--- config.mk ---
export PLATFORM = sky130hd
export DESIGN_NAME = pwm_audio_out_flat
export DESIGN_NICKNAME = d
export VERILOG_FILES = /design/src/rtl/pwm_audio_pkg.sv /design/src/rtl/pwm_audio_if.sv /design/src/rtl/sample_hold_buf.sv /design/src/rtl/pwm_audio_out.sv /design/src/flat_wrapper.sv
export SDC_FILE = /design/constraint.sdc
export NUM_CORES = 1
export LEC_CHECK = 0
export BUFFER_PORTS_ARGS = -buffer_cell sky130_fd_sc_hd__buf_2
export CORE_UTILIZATION = 57
export CTS_CLUSTER_DIAMETER = 150
export CTS_CLUSTER_SIZE = 20
export DETAILED_ROUTE_END_ITERATION = 8
export GPL_TIMING_DRIVEN = 0
export MAX_ROUTING_LAYER = met4
export PLACE_DENSITY = 0.78
export SKIP_LAST_GASP = 1
export SLEW_MARGIN = 20
export SYNTH_ARGS = -nofsm -noshare
export SYNTH_HDL_FRONTEND = slang
export SYNTH_SLANG_ARGS = --single-unit
--- constraint.sdc ---
create_clock -name clk -period 3.6 [get_ports clk]
set_clock_uncertainty 0.05 [all_clocks]
set_input_delay 0.54 -clock clk [delete_from_list [all_inputs] [get_ports clk]]
set_output_delay 0.54 -clock clk [all_outputs]
set_load 0.02 [all_outputs]
--- src/rtl/pwm_audio_pkg.sv ---
// Shared types and derived constants for the PWM audio output stage.
package pwm_audio_pkg;

  typedef enum logic [1:0] {
    IDLE  = 2'd0,
    PRIME = 2'd1,
    RUN   = 2'd2
  } pwm_state_e;

  localparam int DEF_SAMPLE_W = 8;
  localparam int DEF_REPEAT   = 4;
  localparam int DEF_UCNT_W   = 8;

  // Width of the period-repeat counter; a single repeat still needs one bit.
  function automatic int rep_width(input int n);
    return (n > 1) ? $clog2(n) : 1;
  endfunction

  function automatic int cnt_max(input int w);
    return (1 << w) - 1;
  endfunction

  localparam int DEF_CNT_MAX = cnt_max(DEF_SAMPLE_W);
  localparam int DEF_REP_W   = rep_width(DEF_REPEAT);

endpackage

--- src/rtl/pwm_audio_if.sv ---
// Sample handshake from the mixer: transfer when sample_valid && sample_ready at a rising clk edge.
interface pwm_audio_if #(
  parameter int SAMPLE_W = 8
);
  logic [SAMPLE_W-1:0] sample_in;
  logic                sample_valid;
  logic                sample_ready;

  modport master (output sample_in, output sample_valid, input sample_ready);
  modport slave  (input sample_in, input sample_valid, output sample_ready);
endinterface

--- src/rtl/sample_hold_buf.sv ---
// One-entry holding register between the mixer handshake and the PWM duty register.
module sample_hold_buf #(
  parameter int W = 8
) (
  input  logic         clk,
  input  logic         nrst,
  input  logic         load,
  input  logic         consume,
  input  logic         clear,
  input  logic [W-1:0] din,
  output logic [W-1:0] dout,
  output logic         full
);

  // A load in the same cycle as a consume replaces the consumed entry, so full stays set.
  always_ff @(posedge clk) begin
    if (!nrst) begin
      full <= 1'b0;
      dout <= '0;
    end else if (clear) begin
      full <= 1'b0;
      dout <= '0;
    end else begin
      if (load) begin
        full <= 1'b1;
        dout <= din;
      end else if (consume) begin
        full <= 1'b0;
      end
    end
  end

endmodule

--- src/rtl/pwm_audio_out.sv ---
// PWM audio output: buffers mixer samples and plays each for REPEAT PWM periods, counting underruns.
module pwm_audio_out
  import pwm_audio_pkg::*;
#(
  parameter int SAMPLE_W = DEF_SAMPLE_W,
  parameter int REPEAT   = DEF_REPEAT,
  parameter int UCNT_W   = DEF_UCNT_W
) (
  input  logic              clk,
  input  logic              nrst,
  input  logic              en,
  pwm_audio_if.slave        smp,
  output logic              pwm_out,
  output logic              frame_start,
  output logic              underrun,
  output logic [UCNT_W-1:0] underrun_count,
  output pwm_state_e        dbg_state
);

  localparam int                  REP_W    = rep_width(REPEAT);
  localparam logic [SAMPLE_W-1:0] CNT_MAX  = SAMPLE_W'(cnt_max(SAMPLE_W));
  localparam logic [REP_W-1:0]    REP_LAST = REP_W'(REPEAT - 1);

  pwm_state_e          state, state_nxt;
  logic [SAMPLE_W-1:0] cnt, cnt_nxt;
  logic [REP_W-1:0]    rep, rep_nxt;
  logic [SAMPLE_W-1:0] duty, duty_nxt;
  logic [UCNT_W-1:0]   ucnt_nxt;
  logic                pwm_nxt, fs_nxt, ur_nxt;
  logic                ready, xfer, wrap;
  logic                hold_load, hold_consume, hold_clear, hold_full;
  logic [SAMPLE_W-1:0] hold_data;

  assign ready     = (state == PRIME) || ((state == RUN) && en && !hold_full);
  assign xfer      = smp.sample_valid && ready;
  assign wrap      = (cnt == CNT_MAX);
  assign hold_load = xfer && (state == RUN);

  assign smp.sample_ready = ready;
  assign dbg_state        = state;

  sample_hold_buf #(.W(SAMPLE_W)) u_hold (
    .clk     (clk),
    .nrst    (nrst),
    .load    (hold_load),
    .consume (hold_consume),
    .clear   (hold_clear),
    .din     (smp.sample_in),
    .dout    (hold_data),
    .full    (hold_full)
  );

  always_comb begin
    state_nxt    = state;
    cnt_nxt      = '0;
    rep_nxt      = '0;
    duty_nxt     = duty;
    ucnt_nxt     = underrun_count;
    ur_nxt       = 1'b0;
    hold_consume = 1'b0;
    hold_clear   = 1'b0;
    case (state)
      IDLE: begin
        if (en) state_nxt = PRIME;
      end
      PRIME: begin
        if (!en) begin
          state_nxt = IDLE;
        end else if (xfer) begin
          state_nxt = RUN;
          duty_nxt  = smp.sample_in;
        end
      end
      RUN: begin
        cnt_nxt = cnt + 1'b1;
        rep_nxt = rep;
        if (wrap) rep_nxt = (rep == REP_LAST) ? '0 : rep + 1'b1;
        // Disable only takes effect at a period wrap so the last pulse is never truncated.
        if (wrap && !en) begin
          state_nxt  = IDLE;
          rep_nxt    = '0;
          duty_nxt   = '0;
          hold_clear = 1'b1;
        end else if (wrap && (rep == REP_LAST)) begin
          if (hold_full) begin
            duty_nxt     = hold_data;
            hold_consume = 1'b1;
          end else begin
            ur_nxt = 1'b1;
            if (underrun_count != '1) ucnt_nxt = underrun_count + 1'b1;
          end
        end
      end
      default: state_nxt = IDLE;
    endcase
    pwm_nxt = (state_nxt == RUN) && (cnt_nxt < duty_nxt);
    fs_nxt  = (state_nxt == RUN) && (cnt_nxt == '0) && (rep_nxt == '0);
  end

  always_ff @(posedge clk) begin
    if (!nrst) begin
      state          <= IDLE;
      cnt            <= '0;
      rep            <= '0;
      duty           <= '0;
      pwm_out        <= 1'b0;
      frame_start    <= 1'b0;
      underrun       <= 1'b0;
      underrun_count <= '0;
    end else begin
      state          <= state_nxt;
      cnt            <= cnt_nxt;
      rep            <= rep_nxt;
      duty           <= duty_nxt;
      pwm_out        <= pwm_nxt;
      frame_start    <= fs_nxt;
      underrun       <= ur_nxt;
      underrun_count <= ucnt_nxt;
    end
  end

endmodule

--- src/flat_wrapper.sv ---
// flat-port wrapper written by rule: the top's interface ports become plain ports
module pwm_audio_out_flat import pwm_audio_pkg::*;
#(
  parameter int SAMPLE_W = DEF_SAMPLE_W,
  parameter int REPEAT   = DEF_REPEAT,
  parameter int UCNT_W   = DEF_UCNT_W
)
  (clk, nrst, en, pwm_out, frame_start, underrun, underrun_count, dbg_state, smp_sample_in, smp_sample_valid, smp_sample_ready);
  pwm_audio_if #(.SAMPLE_W(SAMPLE_W)) smp_i ();
  input  logic clk;
  input  logic nrst;
  input  logic en;
  output logic pwm_out;
  output logic frame_start;
  output logic underrun;
  output logic [UCNT_W-1:0] underrun_count;
  output pwm_state_e dbg_state;
  input wire logic [$bits(smp_i.sample_in)-1:0] smp_sample_in;
  input wire logic [$bits(smp_i.sample_valid)-1:0] smp_sample_valid;
  output wire logic [$bits(smp_i.sample_ready)-1:0] smp_sample_ready;
  assign smp_i.sample_in = smp_sample_in;
  assign smp_i.sample_valid = smp_sample_valid;
  assign smp_sample_ready = smp_i.sample_ready;
  pwm_audio_out #(.SAMPLE_W(SAMPLE_W), .REPEAT(REPEAT), .UCNT_W(UCNT_W)) u_core (.clk(clk), .nrst(nrst), .en(en), .smp(smp_i), .pwm_out(pwm_out), .frame_start(frame_start), .underrun(underrun), .underrun_count(underrun_count), .dbg_state(dbg_state));
endmodule
==> impl_metrics.sql <==
INSERT INTO impl_metrics (metric_group, metric, value, unit) VALUES
('yosys', 'synthSimpleGateAreaFrac', '0.222', ''),
('clock_network', 'clk-insertion-delay-late', '290', 'ps'),
('floorplan', 'fp.dieH', '63.9', 'um'),
('placement', 'dpl.cell_count', '312', ''),
('floorplan', 'floorplan.initialDensity', '0.596', ''),
('yosys', 'synth-compound-area-share', '0.173', ''),
('critical_path', 'critical_path.startpoint', 'u_core.dbg_state[0]', ''),
('global_routing', 'number_of_global_route_vias_before_repair', '1747', ''),
('yosys', 'synth_seq_cells', '40', ''),
('global_routing', 'groute.usage.overall', '0.255', ''),
('min_path', 'worst_hold_startpoint', 'u_core.duty[5]', ''),
('clock_network', 'cts_post_setup_buffers_inserted', '0', ''),
('floorplan', 'die-width', '63.9', 'um'),
('routing', 'avgViaCountPerCell', '5.66', ''),
('routing', 'ant_nets', '0', ''),
('global_routing', 'grt_start_max_net_pins', '12', ''),
('yosys', 'syn-num-nets', '265', ''),
('timing', 'finalMaxSlewViolations', '0', ''),
('clock_network', 'cts_max_level', '2', ''),
('timing', 'max_slew.worst_pin.slew', '1000', 'ps'),
('critical_path', 'timing.rr.start', 'u_core.dbg_state[0]', ''),
('cells_and_area', 'fin_cells', '320', ''),
('routing', 'route.final.wire_length', '4.60', 'mm'),
('critical_path', 'timing.critical_path.fanout_max', '10', ''),
('critical_path', 'required_arrival_time_at_the_worst_endpoint', '3780', 'ps'),
('yosys', 'mappedNetlistArea', '2180', 'um^2'),
('routing', 'drt-pass1-iter-count', '4', ''),
('critical_path', 'worst_setup_path_end_kind', 'flop', ''),
('pwr', 'power_frac_seq', '0.543', ''),
('floorplan', 'core_area', '3660', 'um^2'),
('pwr', 'power_per_standard_cell_area', '336', 'nW/um^2'),
('yosys', 'fraction_of_synthesized_cell_area_in_xor_and_xnor_cells', '0.0321', ''),
('cells_and_area', 'syn2layout_area_growth', '12.6', '%'),
('clock_network', 'cts_buffers', '5', ''),
('global_routing', 'grt_first_pass_wirelength', '7.87', 'mm'),
('clock_network', 'cts.reportedPaths.clkPinSlew', '70', 'ps'),
('pwr', 'power.internal', '627', 'uW'),
('pwr', 'design_power_total', '825', 'uW'),
('yosys', 'syn_inst', '239', ''),
('placement', 'gp_routability_congestion', '0.796', ''),
('floorplan', 'placement_rows', '22', ''),
('placement', 'detailedPlace.worstSlack', '591', 'ps'),
('pwr', 'p_switching', '198', 'uW'),
('clock_network', 'clock-root-buffer', 'sky130_fd_sc_hd__clkbuf_8', ''),
('global_routing', 'grt-ovfl-total', '0', ''),
('critical_path', 'critPathKind', 'flop to flop', ''),
('timing', 'finalCritPeriodShare', '0.856', ''),
('cells_and_area', 'final_core_utilization', '0.671', ''),
('timing', 'rsz0062_at_grt', 'false', ''),
('pwr', 'power.combinational.fraction', '0.086', ''),
('timing', 'tns', '0', 'ps'),
('status', 'run_status', 'finished, final reports clean', ''),
('critical_path', 'worst-endpoint-arrival', '3270', 'ps'),
('clock_network', 'number_of_buffers_inserted_by_hold_repair_at_cts', '0', ''),
('yosys', 'synthAdderAreaFrac', '0.0803', ''),
('min_path', 'holdCritPathClass', 'flop to flop', ''),
('yosys', 'synthDistinctLibCells', '45', ''),
('routing', 'route.detailed.wl_per_inst', '14.4', 'um'),
('clock_network', 'cts_repair_resize_count', '0', ''),
('yosys', 'synth_largest_type_area_fraction', '0.367', ''),
('yosys', 'dominant_combinational_cell_family_by_area_after_synthesis', 'simple AND/OR/NAND/NOR gates', ''),
('timing', 'max_slew_margin', '0.324', ''),
('yosys', 'syn-mean-instance-area', '9.13', 'um^2'),
('cells_and_area', 'diodes', '0', ''),
('pwr', 'switching_share', '0.239', ''),
('critical_path', 'crit_path_start_kind', 'flop', ''),
('yosys', 'synth_top_cell_by_area', 'sky130_fd_sc_hd__dfxtp_1', ''),
('floorplan', 'io_pins', '26', ''),
('placement', 'hpwlAfterDp', '3.44', 'mm'),
('timing', 'final-setup-viol-count', '0', ''),
('pwr', 'irDropWorstVdd', '0.259', 'mV');
cell families after synthesis:
family / Yosys count
adders and majority gates: 14
and+or+nand+nor: 89
DFF: 40
xor gates and xnor gates: 8
muxes: 21
AOI/OAI and AO/OA: 52
buffers and inverters: 15
state kept, by name (all words and copies together), names as in the netlist:
name,count
u_core.cnt,8
u_core.underrun,1
u_core.rep,2
u_core.u_hold.full,1
u_core.duty,8
u_core.u_hold.dout,8
u_core.pwm_out,1
u_core.frame_start,1
u_core.underrun_count,8
u_core.dbg_state,2
worst paths after layout:
kind / to / slack (ps) / cells after the start
max: u_core.pwm_out / 520 / 12
min: u_core.duty[5] / 430 / 2
max reg2reg: u_core.pwm_out / 520 / 12
min reg2reg: u_core.duty[5] / 430 / 2
cell type report:
| type | instances | area (um^2) |
|---|---|---|
| Inverter | 8 | 30.0 |
| Tap cell | 48 | 60.1 |
| Multi-Input combinational cell | 184 | 1320 |
| Clock buffer | 8 | 90.1 |
| Sequential cell | 40 | 801 |
| Fill cell | 318 | 1200 |
| Timing Repair Buffer | 25 | 125 |
| Buffer | 7 | 31.3 |
cells in the mapped netlist, drive strengths merged:
cell	n
a31oi	4
o41ai	1
xnor2	4
nand2	19
ha	14
o31ai	2
o211ai	1
nor3	5
o21bai	1
o21ai	8
nand4b	1
mux2	1
a22oi	1
a2111oi	2
and2	14
a21o	3
inv	8
nor2	21
xor2	4
and3	7
and4	1
o311a	1
or4	1
dfxtp	40
nand4	6
or2	1
nand2b	1
mux2i	20
a211oi	4
nor4	3
buf	4
o22a	1
nor2b	3
a21oi	16
or3	3
clkbuf	3
a2bb2oi	7
nand3	3
cell usage in the layout (no fill, tap or decap), drive strengths merged, types with 7 or more instances in the layout:
cell,instances
clkbuf,11
mux2i,20
o21ai,8
buf,29
and3,7
dfxtp,40
nand2,19
nor2,21
a2bb2oi,7
ha,14
inv,8
and2,14
a21oi,16
metal layers:
metal	GRT usage	vias up	share of wire
li1	-	933	-
met1	0.299	846	0.49
met2	0.440	26	0.47
met3	0.0482	5	0.027
met4	0.0767	0	0.012
met5	-	-	0
critical path, stage by stage, from the launching register on:
cell	delay [ps]
sky130_fd_sc_hd__dfxtp_1	360
sky130_fd_sc_hd__inv_1	100
sky130_fd_sc_hd__ha_1	270
sky130_fd_sc_hd__buf_2	270
sky130_fd_sc_hd__inv_2	130
sky130_fd_sc_hd__o21ai_1	500
sky130_fd_sc_hd__nand2_1	140
sky130_fd_sc_hd__and2_1	190
sky130_fd_sc_hd__ha_1	310
sky130_fd_sc_hd__a211oi_1	240
sky130_fd_sc_hd__o21ai_0	140
sky130_fd_sc_hd__a31oi_1	160
sky130_fd_sc_hd__o311a_1	170
power groups by stage:
stage | combinational (uW) | sequential [uW] | clock [uW]
floorplan | 44.0 | 460 | 0
global placement | 68.8 | 458 | 0
detailed placement | 71.3 | 458 | 0
CTS | 71.4 | 448 | 312
global route | 78.3 | 448 | 330
finish | 70.9 | 448 | 306
stage by stage:
stage | hold WS, ps | instance area, um^2
global route | 448 | 2460
finish | 433 | 2460
floorplan | 400 | 2180
CTS | 430 | 2460
detailed placement | 420 | 2370
global placement | 410 | 2370
No activity file was read; power rests on OpenSTA's default activity.
